`config.mk`:
```
export PLATFORM = sky130hd
export DESIGN_NAME = arc_mem_master
export DESIGN_NICKNAME = d
export VERILOG_FILES = /design/src/rtl/arc_mem_pkg.sv /design/src/rtl/arc_mem_master.sv
export SDC_FILE = /design/constraint.sdc
export NUM_CORES = 1
export LEC_CHECK = 0
export BUFFER_PORTS_ARGS = -buffer_cell sky130_fd_sc_hd__buf_4
export CORE_ASPECT_RATIO = 1.1
export CORE_MARGIN = 4
export CORE_UTILIZATION = 49
export DETAILED_ROUTE_END_ITERATION = 16
export GPL_ROUTABILITY_DRIVEN = 0
export GPL_TIMING_DRIVEN = 1
export PLACE_DENSITY = 0.86
export SYNTH_ARGS = -nofsm -noshare
export SYNTH_HDL_FRONTEND = slang
export SYNTH_SLANG_ARGS = --single-unit
```
`constraint.sdc`:
```
create_clock -name clk -period 9.8 [get_ports clk]
set_clock_uncertainty 0.2 [all_clocks]
set_input_delay 0.98 -clock clk [delete_from_list [all_inputs] [get_ports clk]]
set_output_delay 0.98 -clock clk [all_outputs]
set_load 0.005 [all_outputs]
```
`src/rtl/arc_mem_pkg.sv`:
```
// Shared types and width defaults for the ARC memory master.
// Holds the FSM state encoding and the default address/data widths.
// No logic; imported by arc_mem_master.
package arc_mem_pkg;

  localparam int ARC_AW = 32;
  localparam int ARC_DW = 32;

  typedef enum logic [1:0] {
    IDLE  = 2'd0,
    ISSUE = 2'd1,
    WAIT  = 2'd2,
    RESP  = 2'd3
  } arc_state_e;

endpackage

```
`src/rtl/arc_mem_master.sv`:
```
// Purpose : single-outstanding bus initiator from the ARC core to main_memory.
// Latency : read = accept + 2 + RD_LATENCY cycles to rsp_valid (3 at RD_LATENCY=1); write = accept + 2.
// Backpressure: req_ready only in IDLE; rsp_valid and its data are held until rsp_ready.
//
// Ports:
//   clk, reset          : clock, async active-high reset
//   req_*               : core request handshake (valid/ready, write, addr, wdata)
//   rsp_*               : core response handshake (valid/ready, rdata, err)
//   address, data_in    : registered pins to main_memory, hold value between requests
//   rd, wr              : one-cycle strobes to main_memory, decoded from state
//   mem_data_out        : read data from main_memory
//
// Optional feature: ARC_MEM_ALIGN_CHECK_EN -- when defined, a request whose
// req_addr[1:0] is nonzero is accepted but answered directly with rsp_err=1,
// without touching memory. When undefined, rsp_err is tied low.
module arc_mem_master
  import arc_mem_pkg::*;
#(
  parameter int AW         = ARC_AW,
  parameter int DW         = ARC_DW,
  parameter int RD_LATENCY = 1
) (
  input  logic          clk,
  input  logic          reset,
  input  logic          req_valid,
  output logic          req_ready,
  input  logic          req_write,
  input  logic [AW-1:0] req_addr,
  input  logic [DW-1:0] req_wdata,
  output logic          rsp_valid,
  input  logic          rsp_ready,
  output logic [DW-1:0] rsp_rdata,
  output logic          rsp_err,
  output logic [AW-1:0] address,
  output logic [DW-1:0] data_in,
  output logic          rd,
  output logic          wr,
  input  logic [DW-1:0] mem_data_out
);

  localparam int CW = $clog2(RD_LATENCY + 1);

  arc_state_e    state_q, state_d;
  logic [AW-1:0] addr_q,  addr_d;
  logic [DW-1:0] wdata_q, wdata_d;
  logic          write_q, write_d;
  logic [CW-1:0] cnt_q,   cnt_d;
  logic [DW-1:0] rdata_q, rdata_d;
`ifdef ARC_MEM_ALIGN_CHECK_EN
  logic          err_q,   err_d;
`endif

  always_ff @(posedge clk or posedge reset) begin
    if (reset) begin
      state_q <= IDLE;
      addr_q  <= '0;
      wdata_q <= '0;
      write_q <= 1'b0;
      cnt_q   <= '0;
      rdata_q <= '0;
`ifdef ARC_MEM_ALIGN_CHECK_EN
      err_q   <= 1'b0;
`endif
    end else begin
      state_q <= state_d;
      addr_q  <= addr_d;
      wdata_q <= wdata_d;
      write_q <= write_d;
      cnt_q   <= cnt_d;
      rdata_q <= rdata_d;
`ifdef ARC_MEM_ALIGN_CHECK_EN
      err_q   <= err_d;
`endif
    end
  end

  always_comb begin
    state_d = state_q;
    addr_d  = addr_q;
    wdata_d = wdata_q;
    write_d = write_q;
    cnt_d   = cnt_q;
    rdata_d = rdata_q;
`ifdef ARC_MEM_ALIGN_CHECK_EN
    err_d   = err_q;
`endif
    case (state_q)
      IDLE: begin
        if (req_valid) begin
          write_d = req_write;
`ifdef ARC_MEM_ALIGN_CHECK_EN
          if (req_addr[1:0] != 2'b00) begin
            // Misaligned: answer at once; memory pins keep their old value.
            err_d   = 1'b1;
            rdata_d = '0;
            state_d = RESP;
          end else begin
            err_d   = 1'b0;
            addr_d  = req_addr;
            wdata_d = req_wdata;
            state_d = ISSUE;
          end
`else
          addr_d  = req_addr;
          wdata_d = req_wdata;
          state_d = ISSUE;
`endif
        end
      end
      ISSUE: begin
        if (write_q) begin
          rdata_d = '0;
          state_d = RESP;
        end else begin
          cnt_d   = CW'(RD_LATENCY);
          state_d = WAIT;
        end
      end
      WAIT: begin
        // cnt is only loaded in ISSUE, so it never wraps below 1 here.
        if (cnt_q == CW'(1)) begin
          rdata_d = mem_data_out;
          state_d = RESP;
        end else begin
          cnt_d = cnt_q - CW'(1);
        end
      end
      RESP: begin
        if (rsp_ready) state_d = IDLE;
      end
      default: state_d = IDLE;
    endcase
  end

  // Strobes decode from the async-reset state, so reset kills them instantly.
  assign rd        = (state_q == ISSUE) && !write_q;
  assign wr        = (state_q == ISSUE) &&  write_q;
  assign req_ready = (state_q == IDLE)  && !reset;
  assign rsp_valid = (state_q == RESP);
  assign rsp_rdata = rdata_q;
  assign address   = addr_q;
  assign data_in   = wdata_q;
`ifdef ARC_MEM_ALIGN_CHECK_EN
  assign rsp_err   = err_q;
`else
  assign rsp_err   = 1'b0;
`endif

endmodule

```
==> out/qor.txt <==
Status = finished clean
DRT iter0 DRCs = 66
Post-route minimum period = 2.99 ns
Wirelength per Cell = 16.3 um
Mapped cell area = 4100 um2
Post-synthesis register bit count = 100
Critical path arrival = 3.06 ns
Layout area overhead = 44.1%
Register area share after synthesis = 0.610
Lkg Pwr = 2.98 nW
Final Hold Vio Count = 0
Die height = 104 um
Post-synthesis cell count = 304
# diodes = 0
Sink Count = 100
Cell Pwr Density = 312 nW/um2
Routed WL = 10000 um
Largest net degree at the start of global routing = 66
Clock-pin slew on the worst setup and hold paths = 0.09 ns
Yosys cell types = 22
Placed inst area = 5680 um2
Switch Pwr = 0.576 mW
Worst hold margin = 0.295 ns
CTS root buf = clkbuf_8
Clk_lat worst skew = 0.35 ns
Final Max Tran Viols = 0
Initial core utilization = 0.510
Routed via count = 2958
Filler cells = 531
Worst vdd rail ir drop = 0.167 mV
# setup viols final = 0
Share of cells above drive strength 1 = 0.529
Core ar. = 8040 um2
GRT Overall Usage = 0.209
Max Freq = 0.335 GHz
First-pass iteration count of the detailed router = 6
Most common cell in the netlist = dfrtp_1
HP Class = flop to flop
Core Util, Final = 0.735
Hold_buf cts = 0
Commonest cells in the netlist = 100 x dfrtp_1, 46 x mux2_2, 35 x inv_1
Die width = 95.3 um
CTS tree = built
Share of the synthesized area in the top cell type = 0.610
Remaining DRCs = 0
Number of global-route vias before repair = 3228
Clock buffer depth = 2
Resize count post-CTS = 0
Nets@finish = 610
Initial antenna violation count = 0
Synth async-reset ratio = 1.00
Syn_nets = 411
Largest cells by area after synthesis = dfrtp_1 61%, mux2_2 13%, mux2i_1 7.8%
Post-synth EDFFs = 0
HPWL after DPL = 7650 um
Period utilization = 0.305
Switching Fraction = 0.312
Crit. End Element = flop
Site Rows = 34
Post-CTS setup buffers = 0
Pre-CTS setup slack = 6.81 ns
Startpoint Class = flop
Comb power frac = 0.441
H-tree Lvls = 3
RSZ-0062 raised after global routing = false
Remaining antenna violation count after routing = 0
Pint = 1.27 mW
Die area = 9910 um2
Final WS setup = 6.81 ns
Global-route wire length before repair = 16000 um
Area leader, netlist = dfrtp_1
Measured slew at the worst slew-check pin = 1.12 ns
Mean Syn Cell Area = 13.5 um2
Synthesis Warnings = 0
Via/cell ratio = 4.81
Slew headroom = 0.254
Design Area, Final = 5910 um2
Crit path required time = 9.87 ns
Worst-path fanout max = 34
# port buffers = 200
Seq pwr share = 0.391
IO Pins = 202
Primary FF master, synth = dfrtp_1
GRT overflow = 0
Crit path kind = flop to flop
Maxcap violations = 0
Clock Power Share = 0.168
Fin Setup TNS = 0 ns
TritonCTS buffer count = 9
## routing by layer
| layer | routed length, um | up-vias | track usage |
|---|---|---|---|
| met3 | 1130 | 17 | 0.0847 |
| met5 | 0 | - | 0 |
| met2 | 5120 | 139 | 0.354 |
| li1 | - | 1381 | - |
| met1 | 3620 | 1421 | 0.239 |
| met4 | 167 | 0 | 0.0660 |
## placed cells by master, fill, tap and decap left out, types with 3 or more instances in the layout
cell,Yosys,layout
inv_1,35,34
ha_1,6,6
mux2_2,46,46
clkbuf_8,0,10
mux2_1,20,20
nand2_1,33,32
nor2b_1,5,5
mux2i_1,32,32
buf_4,1,203
dfrtp_1,100,100
bufinv_16,0,3
## worst max-delay path: stages (launching register included)
cell     delay [ns]
dfrtp_1        0.43
inv_1          0.14
ha_1           0.92
nor2_1         0.23
nor3_4         0.25
buf_4          0.47
mux2i_1        0.26
## area by class of cell
cell class	count	area, um2	share of cell area
Clock buffer	10	138	0.0233
Clock inverter	5	100	0.0169
Inverter	35	134	0.0226
Multi-Input combinational cell	154	1380	0.233
Sequential cell	100	2500	0.423
Tap cell	108	135	0.0229
Timing Repair Buffer	203	1520	0.258
## state kept, by name, indices dropped and copies added (netlist names)
signal     count
write_q        1
address       32
data_in       32
rsp_rdata     32
state_q        2
cnt_q          1
## power by group through the flow
stage | Combinational, mW | Sequential, mW | Clock [mW]
floorplan | 0.408 | 0.730 | 0
global placement | 0.801 | 0.718 | 0
detailed placement | 0.828 | 0.732 | 0
CTS | 0.832 | 0.725 | 0.316
global route | 0.896 | 0.747 | 0.337
finish | 0.815 | 0.721 | 0.311
## cells by family (layout without fill, tap and decap cells)
kind of cell             after synthesis  in the layout  share of synthesized area
multiplexers                          98             98                      0.259
flip-flops                           100            100                      0.610
other                                  1              1                   0.000914
AO/OA/AOI/OAI                          2              2                    0.00335
buffers and inverters                 50            253                     0.0546
AND/OR/NAND/NOR                       47             47                     0.0540
adder cells (fa/ha/maj)                6              6                     0.0183
## worst paths after layout
| kind | startpoint | endpoint | slack, ns | depth (start not counted) |
|---|---|---|---|---|
| max in group asynchronous | reset | data_in[19] | 7.80 | 3 |
| min reg2reg | data_in[29] | data_in[29] | 0.30 | 1 |
| max | state_q[0] | rsp_rdata[19] | 6.81 | 6 |
| max reg2reg | state_q[0] | rsp_rdata[19] | 6.81 | 6 |
| min | data_in[29] | data_in[29] | 0.30 | 1 |
| min in group asynchronous | reset | data_in[0] | 0.51 | 2 |
## per-stage QoR
step,std cells,power (mW)
global placement,600,1.52
detailed placement,600,1.56
global route,615,1.98
finish,615,1.85
floorplan,304,1.14
CTS,615,1.87
No activity file was read; power rests on OpenSTA's default activity.
